## src/rtl/peripheral_bus_arbiter_if.sv

```systemverilog
// Requester and peripheral-bus signal bundle for peripheral_bus_arbiter.
// The slave modport is the arbiter's view; master is the requester/device side.
interface peripheral_bus_arbiter_if;
    logic        m0_valid;
    logic        m0_we;
    logic [15:0] m0_address;
    logic [3:0]  m0_byteSelect;
    logic [31:0] m0_dataWrite;
    logic        m0_ready;
    logic        m0_error;
    logic [31:0] m0_dataRead;

    logic        m1_valid;
    logic        m1_we;
    logic [15:0] m1_address;
    logic [3:0]  m1_byteSelect;
    logic [31:0] m1_dataWrite;
    logic        m1_ready;
    logic        m1_error;
    logic [31:0] m1_dataRead;

    logic        peripheralEnable;
    logic        peripheralBus_we;
    logic        peripheralBus_oe;
    logic [15:0] peripheralBus_address;
    logic [3:0]  peripheralBus_byteSelect;
    logic [31:0] peripheralBus_dataWrite;
    logic        peripheralBus_busy;
    logic [31:0] peripheralBus_dataRead;

    modport slave (
        input  m0_valid, m0_we, m0_address, m0_byteSelect, m0_dataWrite,
        output m0_ready, m0_error, m0_dataRead,
        input  m1_valid, m1_we, m1_address, m1_byteSelect, m1_dataWrite,
        output m1_ready, m1_error, m1_dataRead,
        output peripheralEnable, peripheralBus_we, peripheralBus_oe,
        output peripheralBus_address, peripheralBus_byteSelect, peripheralBus_dataWrite,
        input  peripheralBus_busy, peripheralBus_dataRead
    );

    modport master (
        output m0_valid, m0_we, m0_address, m0_byteSelect, m0_dataWrite,
        input  m0_ready, m0_error, m0_dataRead,
        output m1_valid, m1_we, m1_address, m1_byteSelect, m1_dataWrite,
        input  m1_ready, m1_error, m1_dataRead,
        input  peripheralEnable, peripheralBus_we, peripheralBus_oe,
        input  peripheralBus_address, peripheralBus_byteSelect, peripheralBus_dataWrite,
        output peripheralBus_busy, peripheralBus_dataRead
    );
endinterface

```

## src/rtl/peripheral_bus_arbiter.sv

```systemverilog
// Round-robin arbiter sharing the 16-bit peripheral bus between two requesters,
// with a busy-cycle timeout that returns error and all-ones read data.
module peripheral_bus_arbiter #(
    parameter int unsigned TIMEOUT_CYCLES = 255
) (
    input logic                     clk,
    input logic                     rst_n,
    peripheral_bus_arbiter_if.slave bus
);
    // One-hot encoding so every strobe decodes from a single state flop.
    typedef enum logic [2:0] {
        IDLE    = 3'b001,
        ACCESS  = 3'b010,
        RESPOND = 3'b100
    } state_t;

    state_t      r_state, w_next;
    logic        r_grant, r_lastGrant, r_we, r_error;
    logic [7:0]  r_count;
    logic [15:0] r_address;
    logic [3:0]  r_byteSelect;
    logic [31:0] r_dataWrite, r_m0_dataRead, r_m1_dataRead;
    logic        w_req, w_win, w_timeout, w_done;
    logic [31:0] w_rdata;

    assign w_req     = bus.m0_valid | bus.m1_valid;
    assign w_win     = (bus.m0_valid & bus.m1_valid) ? ~r_lastGrant : bus.m1_valid;
    assign w_timeout = bus.peripheralBus_busy && (r_count == 8'(TIMEOUT_CYCLES));
    assign w_done    = ~bus.peripheralBus_busy | w_timeout;

    always_comb begin
        w_rdata = '1;
        if (!bus.peripheralBus_busy)
            w_rdata = r_we ? '0 : bus.peripheralBus_dataRead;
    end

    always_ff @(posedge clk or negedge rst_n) begin
        if (!rst_n) r_state <= IDLE;
        else        r_state <= w_next;
    end

    always_comb begin
        w_next = r_state;
        unique case (r_state)
            IDLE:    if (w_req)  w_next = ACCESS;
            ACCESS:  if (w_done) w_next = RESPOND;
            RESPOND: w_next = IDLE;
            default: w_next = IDLE;
        endcase
    end

    always_comb begin
        bus.peripheralEnable = r_state == ACCESS;
        bus.peripheralBus_we = (r_state == ACCESS) &  r_we;
        bus.peripheralBus_oe = (r_state == ACCESS) & ~r_we;
        bus.m0_ready         = (r_state == RESPOND) & ~r_grant;
        bus.m1_ready         = (r_state == RESPOND) &  r_grant;
        bus.m0_error         = (r_state == RESPOND) & ~r_grant & r_error;
        bus.m1_error         = (r_state == RESPOND) &  r_grant & r_error;
    end

    assign bus.peripheralBus_address    = r_address;
    assign bus.peripheralBus_byteSelect = r_byteSelect;
    assign bus.peripheralBus_dataWrite  = r_dataWrite;
    assign bus.m0_dataRead              = r_m0_dataRead;
    assign bus.m1_dataRead              = r_m1_dataRead;

    always_ff @(posedge clk or negedge rst_n) begin
        if (!rst_n) begin
            r_grant       <= 1'b0;
            r_lastGrant   <= 1'b1;
            r_we          <= 1'b0;
            r_error       <= 1'b0;
            r_count       <= '0;
            r_address     <= '0;
            r_byteSelect  <= '0;
            r_dataWrite   <= '0;
            r_m0_dataRead <= '0;
            r_m1_dataRead <= '0;
        end else begin
            if (r_state == IDLE && w_req) begin
                r_grant      <= w_win;
                r_lastGrant  <= w_win;
                r_count      <= '0;
                r_we         <= w_win ? bus.m1_we : bus.m0_we;
                r_address    <= w_win ? bus.m1_address : bus.m0_address;
                r_dataWrite  <= w_win ? bus.m1_dataWrite : bus.m0_dataWrite;
                if (w_win) r_byteSelect <= bus.m1_we ? bus.m1_byteSelect : 4'hF;
                else       r_byteSelect <= bus.m0_we ? bus.m0_byteSelect : 4'hF;
            end
            if (r_state == ACCESS) begin
                if (w_done) begin
                    r_error <= bus.peripheralBus_busy;
                    if (r_grant) r_m1_dataRead <= w_rdata;
                    else         r_m0_dataRead <= w_rdata;
                end else begin
                    r_count <= r_count + 8'd1;
                end
            end
        end
    end
endmodule

```

## src/flat_wrapper.sv

```systemverilog
// flat-port wrapper written by rule: the top's interface ports become plain ports
module peripheral_bus_arbiter_flat 
#(
    parameter int unsigned TIMEOUT_CYCLES = 255
)
  (clk, rst_n, bus_m0_valid, bus_m0_we, bus_m0_address, bus_m0_byteSelect, bus_m0_dataWrite, bus_m0_ready, bus_m0_error, bus_m0_dataRead, bus_m1_valid, bus_m1_we, bus_m1_address, bus_m1_byteSelect, bus_m1_dataWrite, bus_m1_ready, bus_m1_error, bus_m1_dataRead, bus_peripheralEnable, bus_peripheralBus_we, bus_peripheralBus_oe, bus_peripheralBus_address, bus_peripheralBus_byteSelect, bus_peripheralBus_dataWrite, bus_peripheralBus_busy, bus_peripheralBus_dataRead);
  peripheral_bus_arbiter_if bus_i ();
  input logic clk;
  input logic rst_n;
  input wire logic [$bits(bus_i.m0_valid)-1:0] bus_m0_valid;
  input wire logic [$bits(bus_i.m0_we)-1:0] bus_m0_we;
  input wire logic [$bits(bus_i.m0_address)-1:0] bus_m0_address;
  input wire logic [$bits(bus_i.m0_byteSelect)-1:0] bus_m0_byteSelect;
  input wire logic [$bits(bus_i.m0_dataWrite)-1:0] bus_m0_dataWrite;
  output wire logic [$bits(bus_i.m0_ready)-1:0] bus_m0_ready;
  output wire logic [$bits(bus_i.m0_error)-1:0] bus_m0_error;
  output wire logic [$bits(bus_i.m0_dataRead)-1:0] bus_m0_dataRead;
  input wire logic [$bits(bus_i.m1_valid)-1:0] bus_m1_valid;
  input wire logic [$bits(bus_i.m1_we)-1:0] bus_m1_we;
  input wire logic [$bits(bus_i.m1_address)-1:0] bus_m1_address;
  input wire logic [$bits(bus_i.m1_byteSelect)-1:0] bus_m1_byteSelect;
  input wire logic [$bits(bus_i.m1_dataWrite)-1:0] bus_m1_dataWrite;
  output wire logic [$bits(bus_i.m1_ready)-1:0] bus_m1_ready;
  output wire logic [$bits(bus_i.m1_error)-1:0] bus_m1_error;
  output wire logic [$bits(bus_i.m1_dataRead)-1:0] bus_m1_dataRead;
  output wire logic [$bits(bus_i.peripheralEnable)-1:0] bus_peripheralEnable;
  output wire logic [$bits(bus_i.peripheralBus_we)-1:0] bus_peripheralBus_we;
  output wire logic [$bits(bus_i.peripheralBus_oe)-1:0] bus_peripheralBus_oe;
  output wire logic [$bits(bus_i.peripheralBus_address)-1:0] bus_peripheralBus_address;
  output wire logic [$bits(bus_i.peripheralBus_byteSelect)-1:0] bus_peripheralBus_byteSelect;
  output wire logic [$bits(bus_i.peripheralBus_dataWrite)-1:0] bus_peripheralBus_dataWrite;
  input wire logic [$bits(bus_i.peripheralBus_busy)-1:0] bus_peripheralBus_busy;
  input wire logic [$bits(bus_i.peripheralBus_dataRead)-1:0] bus_peripheralBus_dataRead;
  assign bus_i.m0_valid = bus_m0_valid;
  assign bus_i.m0_we = bus_m0_we;
  assign bus_i.m0_address = bus_m0_address;
  assign bus_i.m0_byteSelect = bus_m0_byteSelect;
  assign bus_i.m0_dataWrite = bus_m0_dataWrite;
  assign bus_m0_ready = bus_i.m0_ready;
  assign bus_m0_error = bus_i.m0_error;
  assign bus_m0_dataRead = bus_i.m0_dataRead;
  assign bus_i.m1_valid = bus_m1_valid;
  assign bus_i.m1_we = bus_m1_we;
  assign bus_i.m1_address = bus_m1_address;
  assign bus_i.m1_byteSelect = bus_m1_byteSelect;
  assign bus_i.m1_dataWrite = bus_m1_dataWrite;
  assign bus_m1_ready = bus_i.m1_ready;
  assign bus_m1_error = bus_i.m1_error;
  assign bus_m1_dataRead = bus_i.m1_dataRead;
  assign bus_peripheralEnable = bus_i.peripheralEnable;
  assign bus_peripheralBus_we = bus_i.peripheralBus_we;
  assign bus_peripheralBus_oe = bus_i.peripheralBus_oe;
  assign bus_peripheralBus_address = bus_i.peripheralBus_address;
  assign bus_peripheralBus_byteSelect = bus_i.peripheralBus_byteSelect;
  assign bus_peripheralBus_dataWrite = bus_i.peripheralBus_dataWrite;
  assign bus_i.peripheralBus_busy = bus_peripheralBus_busy;
  assign bus_i.peripheralBus_dataRead = bus_peripheralBus_dataRead;
  peripheral_bus_arbiter #(.TIMEOUT_CYCLES(TIMEOUT_CYCLES)) u_core (.clk(clk), .rst_n(rst_n), .bus(bus_i));
endmodule
```

## config.mk

```make
export PLATFORM = sky130hd
export DESIGN_NAME = peripheral_bus_arbiter_flat
export DESIGN_NICKNAME = d
export VERILOG_FILES = /design/src/rtl/peripheral_bus_arbiter_if.sv /design/src/rtl/peripheral_bus_arbiter.sv /design/src/flat_wrapper.sv
export SDC_FILE = /design/constraint.sdc
export NUM_CORES = 1
export LEC_CHECK = 0
export ABC_CLOCK_PERIOD_IN_PS = 2300
export CORE_ASPECT_RATIO = 1.5
export CORE_MARGIN = 10
export CORE_UTILIZATION = 40
export DETAILED_ROUTE_END_ITERATION = 8
export PLACE_DENSITY = 0.78
export SYNTH_ARGS = -nofsm -noshare
export SYNTH_HDL_FRONTEND = slang
export SYNTH_SLANG_ARGS = --single-unit
```

## constraint.sdc

```tcl
create_clock -name clk -period 2.3 [get_ports clk]
set_clock_uncertainty 0.1 [all_clocks]
set_input_delay 0.46 -clock clk [delete_from_list [all_inputs] [get_ports clk]]
set_output_delay 0.46 -clock clk [all_outputs]
set_load 0.03 [all_outputs]
```

==> flow_metrics.py, run 1 <==
metrics = {
    "timing": {
        "maxSlewViolCount": 0,
        "min_period_ns": 2.205,
        "setup_viol": 0,
        "rsz0062_at_grt": "no",
        "hold_viol_final": 0,
        "max_slew_margin_pct": 61.62,
        "period_share_pct": 95.88,
        "finalSetupTns_ns": 0,
        "tightest_slew_ns": 0.5752,
        "fmax_mhz": 453.5,
    },
    "floorplan": {
        "core_um2": 13990,
        "dieWidth_um": 117.5,
        "die-area_um2": 19530,
        "die_y_um": 166.2,
        "initial_utilization_pct": 40.76,
        "row_count": 53,
        "io_pins": 266,
    },
    "synthesis": {
        "synth_warnings": 0,
        "synth_cell_types": 41,
        "synthArstFlopShare_pct": 100.0,
        "synth_top_area_share_pct": 56.60,
        "yosysSeqAreaShare_pct": 57.53,
        "avgSynthCellArea_um2": 11.59,
        "syn_nets": 636,
        "ys_top_cells_by_count": "dfrtp_1, nand2_1, o21ai_0",
        "yosysMostFrequentCell": "dfrtp_1",
        "synth_edf_count": 0,
        "synth_area_um2": 5703,
        "synthFlopType": "dfrtp_1",
        "synth.area.top_cells": "dfrtp_1, mux2i_1, o32a_1",
        "synth_seq_cells": 131,
        "synth_area_leader_cell": "dfrtp_1",
        "postSynthCellCount": 492,
    },
    "drt": {
        "drt_iter0_drc": 205,
        "vias_per_cell": 5.240,
        "drt_drc_violations_left": 0,
        "firstDrtPassIters": 5,
        "vias": 5062,
        "avgRoutedWirePerCell_um": 20.46,
        "ant_nets": 0,
        "totalWireLength_um": 19770,
    },
    "grt": {
        "grt_max_degree": 57,
        "antenna_found_initial": 1,
        "grt_pass1_wl_um": 31550,
        "grt_pass1_vias": 5704,
        "grt_use_total_pct": 20.00,
        "overflow": 0,
    },
    "critical_path": {
        "path_delay_family": "simple AND/OR/NAND/NOR gates",
        "max_stage_delay_ns": 0.41,
        "worst-path-buf-inv": 2,
        "path_class": "flip-flop to output pin",
        "worstPathArrival_ns": 1.65,
        "cp_cell_sequence": "or3b_1 -> buf_6 -> nor2_1 -> buf_4",
        "cp_max_fo": 6,
        "worstPathRequired_ns": 1.74,
        "worst_path_max_delay_cell": "or3b_1",
        "critical_path.startpoint_type": "flip-flop",
        "end_kind": "output pin",
    },
    "min_path": {
        "hold_class": "flip-flop to flip-flop",
    },
    "cts": {
        "cts_htree_levels": 4,
        "clkLatencyLatePin_ns": 0.41,
        "cts_tree": "built",
        "cts.reportedPaths.clkPinSlew_ns": 0.06,
        "cts_root_buffer": "clkbuf_16",
        "clkSinkCount": 131,
        "clockBufferDepth": 2,
        "cts-buffers-inserted": 17,
    },
    "cells_and_area": {
        "area_growth_pct": 63.14,
        "drive_above_1_share_pct": 10.22,
        "final_cell_count_no_fill": 966,
        "fin_nets": 904,
    },
    "job": {
        "drv_cap": 0,
    },
    "placed_design": {
        "portBuffers": 265,
        "placedCellCount": 927,
        "dp_hpwl_um": 15080,
        "place_congestion": 0.8066,
    },
    "power_and_ir_drop": {
        "power.total_uw": 14100,
        "powerDensity_nw_per_um2": 1516,
        "ir_drop_mv": 0.8080,
        "cellLeakagePower_uw": 0.003929,
    },
    "run_status": {
        "status": "finished, final reports clean",
    },
}
[kinds of logic after synthesis]
family / after synthesis / synth area share, %
mux: 48 / 8.425
simple gates: 115 / 10.62
fa+ha+maj: 1 / 0.2194
flops: 131 / 57.53
compound gates: 151 / 19.13
buf+inv: 46 / 4.081
[power breakdown]
group          internal, uW  switching (uW)
sequential             3430             661
clock                  1650            1130
combinational          3010            4220
[cell usage in the layout, fill, tap and decap left out, types with 3 or more instances in the layout]
cell / netlist / final
clkdlybuf4s50_1: 0 / 257
dfrtp_1: 129 / 127
nand2_1: 58 / 58
o21ai_0: 55 / 55
mux2i_1: 48 / 48
o32a_1: 40 / 40
a2bb2oi_1: 24 / 24
buf_4: 0 / 22
nor2b_1: 20 / 20
clkbuf_16: 0 / 17
a21oi_1: 14 / 14
nor2_1: 8 / 8
buf_12: 0 / 8
nand3_1: 6 / 6
and3_1: 5 / 5
a211o_1: 5 / 5
inv_6: 0 / 5
inv_1: 4 / 4
o22ai_1: 4 / 4
inv_8: 0 / 4
nor3_1: 3 / 3
[layer usage]
layer,global-route usage [%],share of wire [%],wire length (um)
met1,21.39,38,7424
met2,34.59,51,10170
met3,8.540,9.2,1810
met4,6.688,1.8,362
met5,0,0,0
[tightest hold or removal path, cell delays in order, from the launching register on]
cell and delay [ns]:
dfrtp_1 0.34, nand2_1 0.05, o21ai_0 0.06
[layout make-up]
| cell class | count | area (um2) |
|---|---|---|
| Fill cell | 1071 | 4688 |
| Sequential cell | 131 | 3283 |
| Timing Repair Buffer | 289 | 2919 |
| Multi-Input combinational cell | 315 | 2225 |
| Clock buffer | 17 | 425.4 |
| Tap cell | 192 | 240.2 |
| Clock inverter | 15 | 186.4 |
| Inverter | 6 | 22.52 |
| Antenna cell | 1 | 2.502 |
[per-stage QoR]
stage,utilization (%),hold slack [ns],area [um2],setup WS (ns)
2_1_floorplan,-,0.06441,5715,-0.08773
3_3_place_gp,61.72,0.3291,8636,0.1537
3_5_place_dp,61.72,0.3358,8636,0.05765
4_1_cts,66.28,0.3842,9274,0.01242
5_1_grt,66.49,0.4031,9304,0.01350
6_report,66.49,0.3798,9304,0.09474
[registers in the layout, indices dropped and copies added, names as in the netlist]
signal / flops
u_core.bus.peripheralBus_byteSelect: 4
u_core.r_error: 1
u_core.r_we: 1
u_core.bus.peripheralBus_address: 16
u_core.r_count: 8
u_core.r_state: 3
u_core.r_grant: 1
u_core.r_lastGrant: 1
u_core.bus.peripheralBus_dataWrite: 32
u_core.bus.m0_dataRead: 32
u_core.bus.m1_dataRead: 32
[final timing paths]
kind | startpoint | cells past startpoint | slack (ns) | endpoint
worst max-delay path | u_core.r_state[2] | 4 | 0.09 | bus_peripheralBus_we
worst min-delay path | u_core.bus.peripheralBus_dataWrite[27] | 2 | 0.38 | u_core.bus.peripheralBus_dataWrite[27]
worst max register to register | u_core.r_state[2] | 4 | 0.37 | u_core.bus.m1_dataRead[5]
worst min register to register | u_core.bus.peripheralBus_dataWrite[27] | 2 | 0.38 | u_core.bus.peripheralBus_dataWrite[27]
max in group asynchronous | rst_n | 3 | 1.01 | u_core.bus.m1_dataRead[11]
min in group asynchronous | rst_n | 2 | 0.44 | u_core.bus.peripheralBus_dataWrite[19]
[what timing repair did]
item                                    4_1_cts  5_1_grt
endpoints found under the hold margin        27        0
hold buffers                                  1        0
setup buffers                                 2        3
endpoints found under the setup margin        2        2
gates resized for setup                       1        2
cloned                                        0        0
(Power assumes the default switching activity.)
==> run 2: changes to the inputs <==
==> constraint.sdc (replaced) <==
create_clock -name clk -period 2.3 [get_ports clk]
set_clock_uncertainty 0.1 [all_clocks]
set_input_delay 0.345 -clock clk [delete_from_list [all_inputs] [get_ports clk]]
set_output_delay 0.345 -clock clk [all_outputs]
set_load 0.03 [all_outputs]
==> flow_metrics.py, run 2 (synthesis gave the netlist of run 1 again) <==
metrics = {
    "cells_and_area": {
        "drive_above_1_share_pct": 9.351,
        "layout_commonest_cell": "clkdlybuf4s50_1",
        "final_cell_mix": "clkdlybuf4s50_1, dfrtp_1, nand2_1",
        "fillers": 1083,
        "fin_nets": 901,
        "area_growth_pct": 61.47,
        "regArea_um2": 3281,
        "final_cell_count_no_fill": 963,
        "multi_input_area_um2": 2225,
    },
    "floorplan": {
        "die_y_um": 166.2,
        "io_pins": 266,
        "core_um2": 13990,
        "die-area_um2": 19530,
        "dieWidth_um": 117.5,
        "row_count": 53,
        "initial_utilization_pct": 40.76,
    },
    "job": {
        "drv_cap": 0,
    },
    "drt": {
        "firstDrtPassIters": 4,
        "avgRoutedWirePerCell_um": 20.03,
        "vias_per_cell": 5.140,
        "top_layer": "met4",
        "wl_met2_um": 10140,
        "ant_nets": 0,
        "totalWireLength_um": 19290,
        "drt_iter0_drc": 232,
        "drt_drc_violations_left": 0,
        "met3_length_um": 1809,
        "vias": 4950,
        "wl_met1_um": 7083,
    },
    "critical_path": {
        "rr_startpoint": "u_core.r_count[0]",
        "setup.worst_path.end": "bus_peripheralEnable",
        "worstPathRequired_ns": 1.86,
        "worst_r2r_path_depth": 6,
        "path_class": "flip-flop to output pin",
        "worstPathArrival_ns": 1.76,
        "r2r_setup_slack_ns": 0.26,
        "critical_path.startpoint_type": "flip-flop",
        "cp_max_fo": 5,
        "reg2reg_to": "u_core.bus.m1_dataRead[17]",
        "end_kind": "output pin",
        "critical_path.startpoint": "u_core.r_state[2]",
    },
    "power_and_ir_drop": {
        "cellLeakagePower_uw": 0.003887,
        "ir_drop_mv": 0.7622,
        "powerDensity_nw_per_um2": 1511,
    },
    "cts": {
        "clkLatencyLatePin_ns": 0.41,
        "postCtsSetupRepairBufs": 0,
        "clockBufferDepth": 2,
        "cts_htree_levels": 4,
        "cts_tree": "built",
        "clkSinkCount": 131,
        "cts.reportedPaths.clkPinSlew_ns": 0.07,
        "cts_root_buffer": "clkbuf_16",
        "cts-buffers-inserted": 17,
    },
    "grt": {
        "grt_use_total_pct": 19.69,
        "grt_pass1_wl_um": 31280,
        "grt_max_degree": 87,
        "overflow": 0,
        "grt_pass1_vias": 5560,
        "antenna_found_initial": 1,
    },
    "timing": {
        "hold_viol_final": 0,
        "tightest_slew_ns": 0.5634,
        "fmax_mhz": 453.1,
        "setup_viol": 0,
        "finalSetupTns_ns": 0,
        "rsz0062_at_grt": "no",
        "min_period_ns": 2.207,
        "period_share_pct": 95.95,
        "maxSlewViolCount": 0,
        "max_slew_margin_pct": 62.41,
    },
    "placed_design": {
        "portBuffers": 265,
        "place_congestion": 0.8198,
        "dp_hpwl_um": 15000,
        "placedCellCount": 929,
    },
    "min_path": {
        "hold_class": "input pin to asynchronous set/reset pin",
    },
    "run_status": {
        "status": "finished, final reports clean",
    },
}
## run 2: cell count changes in the layout (fill, tap and decap cells not counted)
| cell | previous run | this run |
|---|---|---|
| dfrtp_1 | 127 | 129 |
| clkinv_4 | 1 | 0 |
| clkdlybuf4s15_1 | 0 | 1 |
| clkinvlp_4 | 1 | 2 |
| dlygate4sd2_1 | 0 | 1 |
| buf_12 | 8 | 4 |
| inv_8 | 4 | 5 |
| buf_6 | 1 | 0 |
| bufinv_16 | 2 | 1 |
| dfrtp_2 | 2 | 0 |
## run 2: final cells by class
type / instances / area share, %
timing repair buffer: 286 / 30.91
multi-input combinational: 315 / 24.16
clock buffer: 17 / 4.620
antenna: 1 / 0.02717
tap: 192 / 2.609
sequential: 131 / 35.63
inverter: 6 / 0.2446
clock inverter: 15 / 1.807
## run 2: per-stage QoR
| step | area, um2 | util [%] | power [uW] | hold slack [ns] | worst slack, ns |
|---|---|---|---|---|---|
| global route | 9209 | 65.81 | 14700 | 0.3410 | 0.008601 |
| finish | 9209 | 65.81 | 13920 | 0.3116 | 0.09312 |
| detailed placement | 8606 | 61.50 | 11330 | 0.2099 | 0.1585 |
| CTS | 9205 | 65.79 | 14070 | 0.3179 | 0.05979 |
| global placement | 8606 | 61.50 | 11140 | 0.2048 | 0.2491 |
| floorplan | 5715 | - | 8030 | -0.05059 | 0.02727 |
## run 2: what timing repair did
action	4_1_cts	5_1_grt
endpoints found under the hold margin	23	0
resized for setup	2	1
gates cloned	0	0
hold buffers	1	0
endpoints found under the setup margin	2	1
## run 2: report_power, final
group,switching (uW),internal [uW]
clock,1160,1550
sequential,659,3430
combinational,4190,2940
total,6010,7910
## run 2: worst max-delay path: stages, from the launching register on
cell           delay (ns)
dfrtp_1              0.41
or3b_1               0.42
inv_2                0.12
dlygate4sd2_1        0.41
## run 2: how the worst min path moves through the flow
stage | from | slack (ns) | depth (start not counted) | end
6_report | rst_n | 0.31 | 2 | u_core.bus.peripheralBus_dataWrite[15]
5_1_grt | rst_n | 0.34 | 2 | u_core.bus.peripheralBus_dataWrite[15]
4_1_cts | rst_n | 0.32 | 2 | u_core.bus.peripheralBus_dataWrite[15]
3_5_place_dp | rst_n | 0.21 | 1 | u_core.bus.peripheralBus_dataWrite[15]
3_3_place_gp | rst_n | 0.20 | 1 | u_core.bus.peripheralBus_dataWrite[15]
2_1_floorplan | rst_n | -0.05 | 0 | u_core.bus.m0_dataRead[0]
## run 2: per-layer routing
metal	track usage, %	up-vias
li1	-	2346
met4	6.365	0
met5	0	-
met1	20.53	2382
met2	34.13	204
met3	9.289	18
==> run 3: changes to the inputs <==
--- a/config.mk
+++ b/config.mk
@@ -7,3 +7,3 @@
 export LEC_CHECK = 0
-export ABC_CLOCK_PERIOD_IN_PS = 2300
+export ABC_CLOCK_PERIOD_IN_PS = 2500
 export CORE_ASPECT_RATIO = 1.5
==> constraint.sdc (replaced) <==
create_clock -name clk -period 2.5 [get_ports clk]
set_clock_uncertainty 0.1 [all_clocks]
set_input_delay 0.375 -clock clk [delete_from_list [all_inputs] [get_ports clk]]
set_output_delay 0.375 -clock clk [all_outputs]
set_load 0.05 [all_outputs]
==> flow_metrics.py, run 3 (synthesis gave the netlist of run 1 again) <==
metrics = {
    "run_status": {
        "status": "finished, final reports clean",
    },
    "cells_and_area": {
        "fin_nets": 898,
        "drive_above_1_share_pct": 9.257,
        "area_growth_pct": 63.05,
        "final_cell_mix": "clkdlybuf4s50_1, dfrtp_1, nand2_1",
        "layout_commonest_cell": "clkdlybuf4s50_1",
        "final_cell_count_no_fill": 959,
        "n_antenna_cell": 0,
    },
    "power_and_ir_drop": {
        "power.total_uw": 14370,
        "p_int_uw": 7392,
        "ir_drop_mv": 0.9895,
        "cellLeakagePower_uw": 0.003905,
        "seqPwrFrac_pct": 26.3,
        "swShare_pct": 48.56,
        "powerDensity_nw_per_um2": 1545,
        "switching_power_uw": 6977,
        "p_comb_share_pct": 55.7,
        "clkPwrFrac_pct": 17.9,
    },
    "critical_path": {
        "r2r_setup_slack_ns": 0.33,
        "cp_cell_sequence": "clkinv_1 -> nor4b_2 -> and2_1 -> buf_12",
        "critical_path.startpoint_type": "flip-flop",
        "worst_path_max_delay_cell": "nor4b_2",
        "worstPathRequired_ns": 2.03,
        "end_kind": "output pin",
        "rr_startpoint": "u_core.r_state[2]",
        "max_stage_delay_ns": 0.48,
        "reg2reg_to": "u_core.bus.m1_dataRead[7]",
        "path_delay_family": "simple AND/OR/NAND/NOR gates",
        "cp_max_fo": 4,
        "worst-path-buf-inv": 2,
        "worstPathArrival_ns": 1.87,
        "path_class": "flip-flop to output pin",
        "worst_r2r_path_depth": 4,
    },
    "floorplan": {
        "row_count": 53,
        "io_pins": 266,
        "core_um2": 13990,
        "initial_utilization_pct": 40.76,
        "die-area_um2": 19530,
        "dieWidth_um": 117.5,
        "die_y_um": 166.2,
    },
    "drt": {
        "avgRoutedWirePerCell_um": 20.06,
        "totalWireLength_um": 19240,
        "vias": 5018,
        "ant_nets": 0,
        "drt_drc_violations_left": 0,
        "vias_per_cell": 5.233,
        "firstDrtPassIters": 4,
        "drt_iter0_drc": 145,
    },
    "min_path": {
        "min-delay-start": "u_core.bus.peripheralBus_dataWrite[10]",
        "holdPathStages": 2,
        "min_to": "u_core.bus.peripheralBus_dataWrite[10]",
        "hold_class": "flip-flop to flip-flop",
    },
    "cts": {
        "clockBufferDepth": 2,
        "cts_tree": "built",
        "cts-buffers-inserted": 17,
        "clkSinkCount": 131,
        "cts_htree_levels": 4,
        "cts_root_buffer": "clkbuf_16",
        "cts.reportedPaths.clkPinSlew_ns": 0.06,
        "clkLatencyLatePin_ns": 0.40,
    },
    "job": {
        "drv_cap": 0,
    },
    "placed_design": {
        "placedCellCount": 926,
        "portBuffers": 265,
        "dp_hpwl_um": 15070,
        "place_congestion": 0.7821,
    },
    "grt": {
        "grt_pass1_wl_um": 30380,
        "grt_pass1_vias": 5635,
        "grt_use_total_pct": 19.13,
        "overflow": 0,
        "grt_max_degree": 62,
        "antenna_found_initial": 0,
    },
    "timing": {
        "period_share_pct": 93.91,
        "maxSlewViolCount": 0,
        "setup_viol": 0,
        "rsz0062_at_grt": "no",
        "fmax_mhz": 425.9,
        "finalSetupTns_ns": 0,
        "tightest_slew_ns": 0.6382,
        "hold_viol_final": 0,
        "min_period_ns": 2.348,
        "max_slew_margin_pct": 57.32,
    },
}
==> run 3: cell count changes in the layout (fill, tap and decap cells not counted), sizes merged <==
cell,delta
diode,-1
buf,-1
clkinvlp,-1
clkdlybuf4s15,-1
dlygate4sd2,-1
bufinv,+1
==> run 3: worst max path at each step <==
stage	cells past startpoint	slack, ns	end	start
floorplan	4	-0.26	bus_m1_error	u_core.r_grant
CTS	4	0.11	bus_m1_error	u_core.r_grant
global placement	5	0.28	u_core.bus.peripheralBus_dataWrite[10]	bus_m1_valid
detailed placement	5	0.25	u_core.bus.peripheralBus_dataWrite[10]	bus_m1_valid
global route	4	0.02	bus_m1_error	u_core.r_grant
finish	4	0.15	bus_m1_error	u_core.r_grant
==> run 3: metal layers <==
metal  GRT usage (%)  wire [um]  vias to the layer above
li1                -          -                     2332
met1           19.48       7076                     2444
met2           33.44       9923                      213
met3           8.642       1686                       29
met4           7.389        555                        0
met5               0          0                        -
==> run 3: worst reg2reg max path, delay by kind of cell (launching register included) <==
kind	cells	cell delay (ns)
simple gates	2	0.86
compound gates	1	0.48
flops	1	0.43
buf+inv	1	0.18
==> run 3: what timing repair did <==
item,CTS,global route
buffers inserted,0,0
hold endpoints to repair,40,0
gates resized for setup,0,0
hold buffers,1,0
==> run 3: area by class of cell <==
type	instances	area, um2
multi-input combinational	315	2225
inverter	6	22.52
clock inverter	15	185.2
fill	1072	4693
tap	192	240.2
clock buffer	17	425.4
timing repair buffer	283	2920
sequential	131	3281
==> run 3: per-stage QoR <==
stage          instance area, um2  hold slack, ns  worst slack (ns)  util (%)
3_5_place_dp                 8678          0.3251            0.2474     62.02
3_3_place_gp                 8678          0.3188            0.2774     62.02
6_report                     9299          0.3784            0.1522     66.46
4_1_cts                      9299          0.3837            0.1091     66.46
5_1_grt                      9299          0.4095           0.02308     66.46
2_1_floorplan                5715        -0.02059           -0.2646         -
==> run 3: power groups by stage <==
stage,combinational [uW],sequential [uW],clock [uW]
2_1_floorplan,1830,7010,0
3_3_place_gp,7970,3750,0
3_5_place_dp,8090,3810,0
4_1_cts,8100,3790,2620
5_1_grt,8420,3910,2730
6_report,8010,3790,2570
